===== config.mk =====
export PLATFORM = sky130hd
export DESIGN_NAME = serial_subtractor
export DESIGN_NICKNAME = d
export VERILOG_FILES = /design/src/rtl/serial_subtractor.sv
export SDC_FILE = /design/constraint.sdc
export NUM_CORES = 1
export LEC_CHECK = 0
export BUFFER_PORTS_ARGS = -buffer_cell sky130_fd_sc_hd__buf_2
export CORE_MARGIN = 2
export CORE_UTILIZATION = 52
export DETAILED_ROUTE_END_ITERATION = 8
export PLACE_DENSITY = 0.76
export SYNTH_ARGS = -nofsm -noshare
export SYNTH_HDL_FRONTEND = slang
export SYNTH_SLANG_ARGS = --single-unit

===== constraint.sdc =====
create_clock -name clk -period 1.4 [get_ports clk]
set_clock_uncertainty 0.1 [all_clocks]
set_input_delay 0.28 -clock clk [delete_from_list [all_inputs] [get_ports clk]]
set_output_delay 0.28 -clock clk [all_outputs]
set_load 0.005 [all_outputs]

===== src/rtl/serial_subtractor.sv =====
// Bit-serial WIDTH-bit subtractor (a - b), one bit per clock, LSB first.
// Optional signed-overflow flag enabled by defining SERIAL_SUB_OVF_EN.
module serial_subtractor #(
    parameter int WIDTH = 8
) (
    input  logic             clk,
    input  logic             rst,
    input  logic             start,
    input  logic [WIDTH-1:0] a,
    input  logic [WIDTH-1:0] b,
    output logic             busy,
    output logic             done,
    output logic [WIDTH-1:0] diff,
    output logic             bout,
    output logic             ovf
);

    localparam int CW = (WIDTH > 2) ? $clog2(WIDTH) : 1;
    localparam logic [CW-1:0] CNT_LAST = CW'(WIDTH - 1);

    typedef enum logic [1:0] {
        IDLE  = 2'd0,
        SHIFT = 2'd1,
        DONE  = 2'd2
    } state_t;

    state_t           state;
    logic [WIDTH-1:0] a_sh;
    logic [WIDTH-1:0] b_sh;
    logic [WIDTH-1:0] r_sh;
    logic             brw;
    logic [CW-1:0]    cnt;
    logic [1:0]       stage_s;
    logic             d_s;
    logic             brw_next_s;
`ifdef SERIAL_SUB_OVF_EN
    logic             a_msb;
    logic             b_msb;
`endif

    // One full-subtractor stage: returns {borrow_out, difference}.
    function automatic logic [1:0] full_sub(input logic x, input logic y, input logic bin);
        full_sub = {(~x & y) | (~(x ^ y) & bin), x ^ y ^ bin};
    endfunction

    // Current bit of the serial stage.
    always_comb begin
        stage_s    = full_sub(a_sh[0], b_sh[0], brw);
        d_s        = stage_s[0];
        brw_next_s = stage_s[1];
    end

    // Control FSM, operand/result shift registers and registered outputs.
    always_ff @(posedge clk) begin
        if (rst) begin
            state <= IDLE;
            a_sh  <= {WIDTH{1'b0}};
            b_sh  <= {WIDTH{1'b0}};
            r_sh  <= {WIDTH{1'b0}};
            brw   <= 1'b0;
            cnt   <= {CW{1'b0}};
            busy  <= 1'b0;
            done  <= 1'b0;
            diff  <= {WIDTH{1'b0}};
            bout  <= 1'b0;
            ovf   <= 1'b0;
`ifdef SERIAL_SUB_OVF_EN
            a_msb <= 1'b0;
            b_msb <= 1'b0;
`endif
        end else begin
            case (state)
                IDLE, DONE: begin
                    done <= 1'b0;
                    if (start) begin
                        a_sh  <= a;
                        b_sh  <= b;
                        brw   <= 1'b0;
                        cnt   <= {CW{1'b0}};
                        busy  <= 1'b1;
                        state <= SHIFT;
`ifdef SERIAL_SUB_OVF_EN
                        a_msb <= a[WIDTH-1];
                        b_msb <= b[WIDTH-1];
`endif
                    end else begin
                        busy  <= 1'b0;
                        state <= IDLE;
                    end
                end
                SHIFT: begin
                    brw  <= brw_next_s;
                    r_sh <= {d_s, r_sh[WIDTH-1:1]};
                    a_sh <= {1'b0, a_sh[WIDTH-1:1]};
                    b_sh <= {1'b0, b_sh[WIDTH-1:1]};
                    cnt  <= cnt + CW'(1);
                    // Last bit: d_s is the result MSB, brw_next_s the final borrow.
                    if (cnt == CNT_LAST) begin
                        diff  <= {d_s, r_sh[WIDTH-1:1]};
                        bout  <= brw_next_s;
`ifdef SERIAL_SUB_OVF_EN
                        ovf   <= (a_msb != b_msb) && (d_s != a_msb);
`else
                        ovf   <= 1'b0;
`endif
                        busy  <= 1'b0;
                        done  <= 1'b1;
                        state <= DONE;
                    end else begin
                        busy  <= 1'b1;
                        done  <= 1'b0;
                        state <= SHIFT;
                    end
                end
                default: begin
                    busy  <= 1'b0;
                    done  <= 1'b0;
                    state <= IDLE;
                end
            endcase
        end
    end

endmodule


==> flow_summary.yaml <==
setup_path:
  cp_common_cell: "ha_1"
  crit_path_max_incr_delay_ns: 0.34
  start_kind: "flop"
  crit_slowest_cell: "dfxtp_2"
  path_cells: "ha_1 -> ha_1 -> buf_4 -> a311oi_1"
  path_max_fanout: 11
  reg2reg_slack_ns: 0.08
  cp.arrival_ns: 1.49
  critPathKind: "reg2reg"
  r2r_cells: 4
  crit_required_ns: 1.56
  end_kind: "flop"
  reg2reg_from: "cnt[0]$_SDFFE_PP0P_"
  critical-path-top-delay-family: "adder cells"
  crit_buf_inv: 1
  regToRegEndpoint: "bout$_SDFFE_PP0P_"
sta:
  tns_ns: 0
  fin_ws_ns: 0.07693
  finalHoldViolations: 0
  timing.fmax_mhz: 755.8
  setup_violations: 0
  timing.final.crit_period_ns: 1.323
  slew_violations: 0
  finalCritPeriodShare_pct: 94.51
synthesis:
  syn_inst: 176
  synth_area_per_cell_um2: 8.595
  yosysWarnings: 0
  synth-seq-cells: 39
  seq_area_frac_synth_pct: 51.61
  synth_fp_nets: 198
  synthFlopType: "dfxtp_1"
  syn_area_um2: 1513
  async_flop_share_pct: 0
  synthDistinctLibCells: 22
  synth_edf_count: 0
hold_path:
  min_to: "a_sh[7]$_SDFFE_PP0P_"
  hold_path_class: "in2reg"
  hold_depth: 3
  min_from: "a[7]"
floorplanning:
  start_util_pct: 54.85
  die_y_um: 57.94
  ioPinCount: 31
  fp.dieW_um: 57.94
  rows: 19
  core_um2: 2758
  die-area_um2: 3356
power_and_ir_drop:
  power_leakage_nw: 0.7117
  total_power_w: 0.002124
  irDropWorstVdd_v: 0.0009370
  power.density_nw_per_um2: 1182
route:
  drt_iter0_markers: 42
  drtPass1Iterations: 4
  drc: 0
  finalWirelength_mm: 3.020
  vias: 1319
  viasPerCell: 5.519
  final_antenna_net_count: 0
  wire_per_inst_um: 12.64
grt:
  antenna_found_initial: 0
  grt_max_degree: 40
  grt_pass1_vias: 1165
  grt-ovfl-total: 0
  track_usage_pct: 19.47
  grt_pass1_wl_mm: 4.954
placed_design:
  dp_slack_ns: -0.006091
  placed_area_um2: 1694
  port_buffers: 29
  dp_cells: 229
  dp_hpwl_mm: 2.003
  gp_congestion: 0.7327
clock_network:
  cts_root_buf: "clkbuf_4"
  ctsHoldBuffers: 0
  cts_made_buffers: 5
  clock-sinks: 39
  clk_latency_ns: 0.35
  tritoncts: "yes"
  path_clk_slew_ns: 0.11
  clk_path_buf_depth: 2
  ctsHtreeMaxLevel: 2
cells_and_area:
  final_cells: 239
  areaGrowthSynthToFinish_pct: 18.78
  final_layout_size_suffix_gt1_share_pct: 25.48
  mostFrequentLayoutCell: "dfxtp_1"
  antenna_cells: 0
  design_area_um2: 1797
  final_cell_mix: "dfxtp_1 (37), buf_2 (29), nor3_1 (26), nand2_1 (26), a21oi_1 (20)"
  final_nets: 229
job:
  maxCapViolCount: 0
run_status:
  status: "finished, final reports clean"
[routing by layer]
| layer | wire length (µm) | track usage [%] | vias up |
|---|---|---|---|
| li1 | - | - | 679 |
| met1 | 1379 | 23.44 | 610 |
| met2 | 1434 | 31.17 | 25 |
| met3 | 158 | 7.366 | 5 |
| met4 | 48 | 8.306 | 0 |
| met5 | 0 | 0 | - |
[cells in the mapped netlist, types with 2 or more instances]
| master | n | area (µm²) |
|---|---|---|
| buf_2 | 6 | 30.03 |
| dfxtp_1 | 39 | 780.8 |
| clkbuf_1 | 3 | 11.26 |
| buf_4 | 4 | 30.03 |
| o22ai_1 | 14 | 87.58 |
| a311oi_1 | 2 | 17.52 |
| nand2_1 | 26 | 97.59 |
| nand3_1 | 14 | 70.07 |
| nand2b_1 | 4 | 25.02 |
| nor2_1 | 3 | 11.26 |
| a21oi_1 | 22 | 110.1 |
| buf_6 | 2 | 22.52 |
| ha_1 | 2 | 25.02 |
| nor3_1 | 26 | 130.1 |
| inv_1 | 2 | 7.510 |
[cells by family after synthesis]
logic type | synth area share [%]
fa+ha+maj | 2.977
simple gates | 23.49
flops | 51.61
buf+inv | 6.948
compound gates | 14.72
other cells | 0.2479
[state kept, by name (all words and copies together) (netlist names)]
register,count
r_sh,7
a_sh,8
brw,1
done,1
bout,1
diff,8
state,2
cnt,3
b_sh,8
[layout make-up]
type                       count  area (µm²)
tap                           31       38.79
sequential                    39       783.3
fill                         235       960.9
clock buffer                   8       68.82
multi-input combinational    119       638.1
timing repair buffer          40       260.3
inverter                       2       7.507
[worst max-delay path by stage]
stage	cells past startpoint	startpoint	end	slack, ns
final	4	cnt[0]$_SDFFE_PP0P_	bout$_SDFFE_PP0P_	0.08
after global routing	6	cnt[0]$_SDFFE_PP0P_	diff[1]$_SDFFE_PP0P_	-0.003
after CTS	5	cnt[0]$_SDFFE_PP0P_	bout$_SDFFE_PP0P_	0.04
after detailed placement	5	cnt[0]$_SDFFE_PP0P_	diff[3]$_SDFFE_PP0P_	-0.006
after global placement	5	cnt[0]$_SDFFE_PP0P_	diff[4]$_SDFFE_PP0P_	0.06
after floorplan	5	cnt[0]$_SDFFE_PP0P_	state[0]$_SDFF_PP0_	0.09
[stage by stage]
step                      util [%]  hold WS [ns]
after global routing         65.15       0.05810
final                        65.15       0.05944
after CTS                    64.20       0.05804
after global placement       61.43        0.3410
after floorplan                  -        0.3160
after detailed placement     61.43        0.3462
[power breakdown]
group          internal, W  switching [W]  total, W
registers          0.00117      0.0000318   0.00120
logic             0.000128       0.000151  0.000279
clock network     0.000296       0.000352  0.000648
[what timing repair did]
action | CTS | global route
endpoints found under the setup margin | 8 | 17
setup buffers | 1 | 1
cloned | 0 | 0
gates resized for setup | 0 | 7
[worst register-to-register path: cells and delay by family, from the launching register on]
kind | cells | cell delay (ns)
adder cells (fa/ha/maj) | 2 | 0.38
AO/OA/AOI/OAI | 1 | 0.25
buffers and inverters | 1 | 0.18
flip-flops | 1 | 0.34
Note: power is estimated with default switching activity, not from simulation.
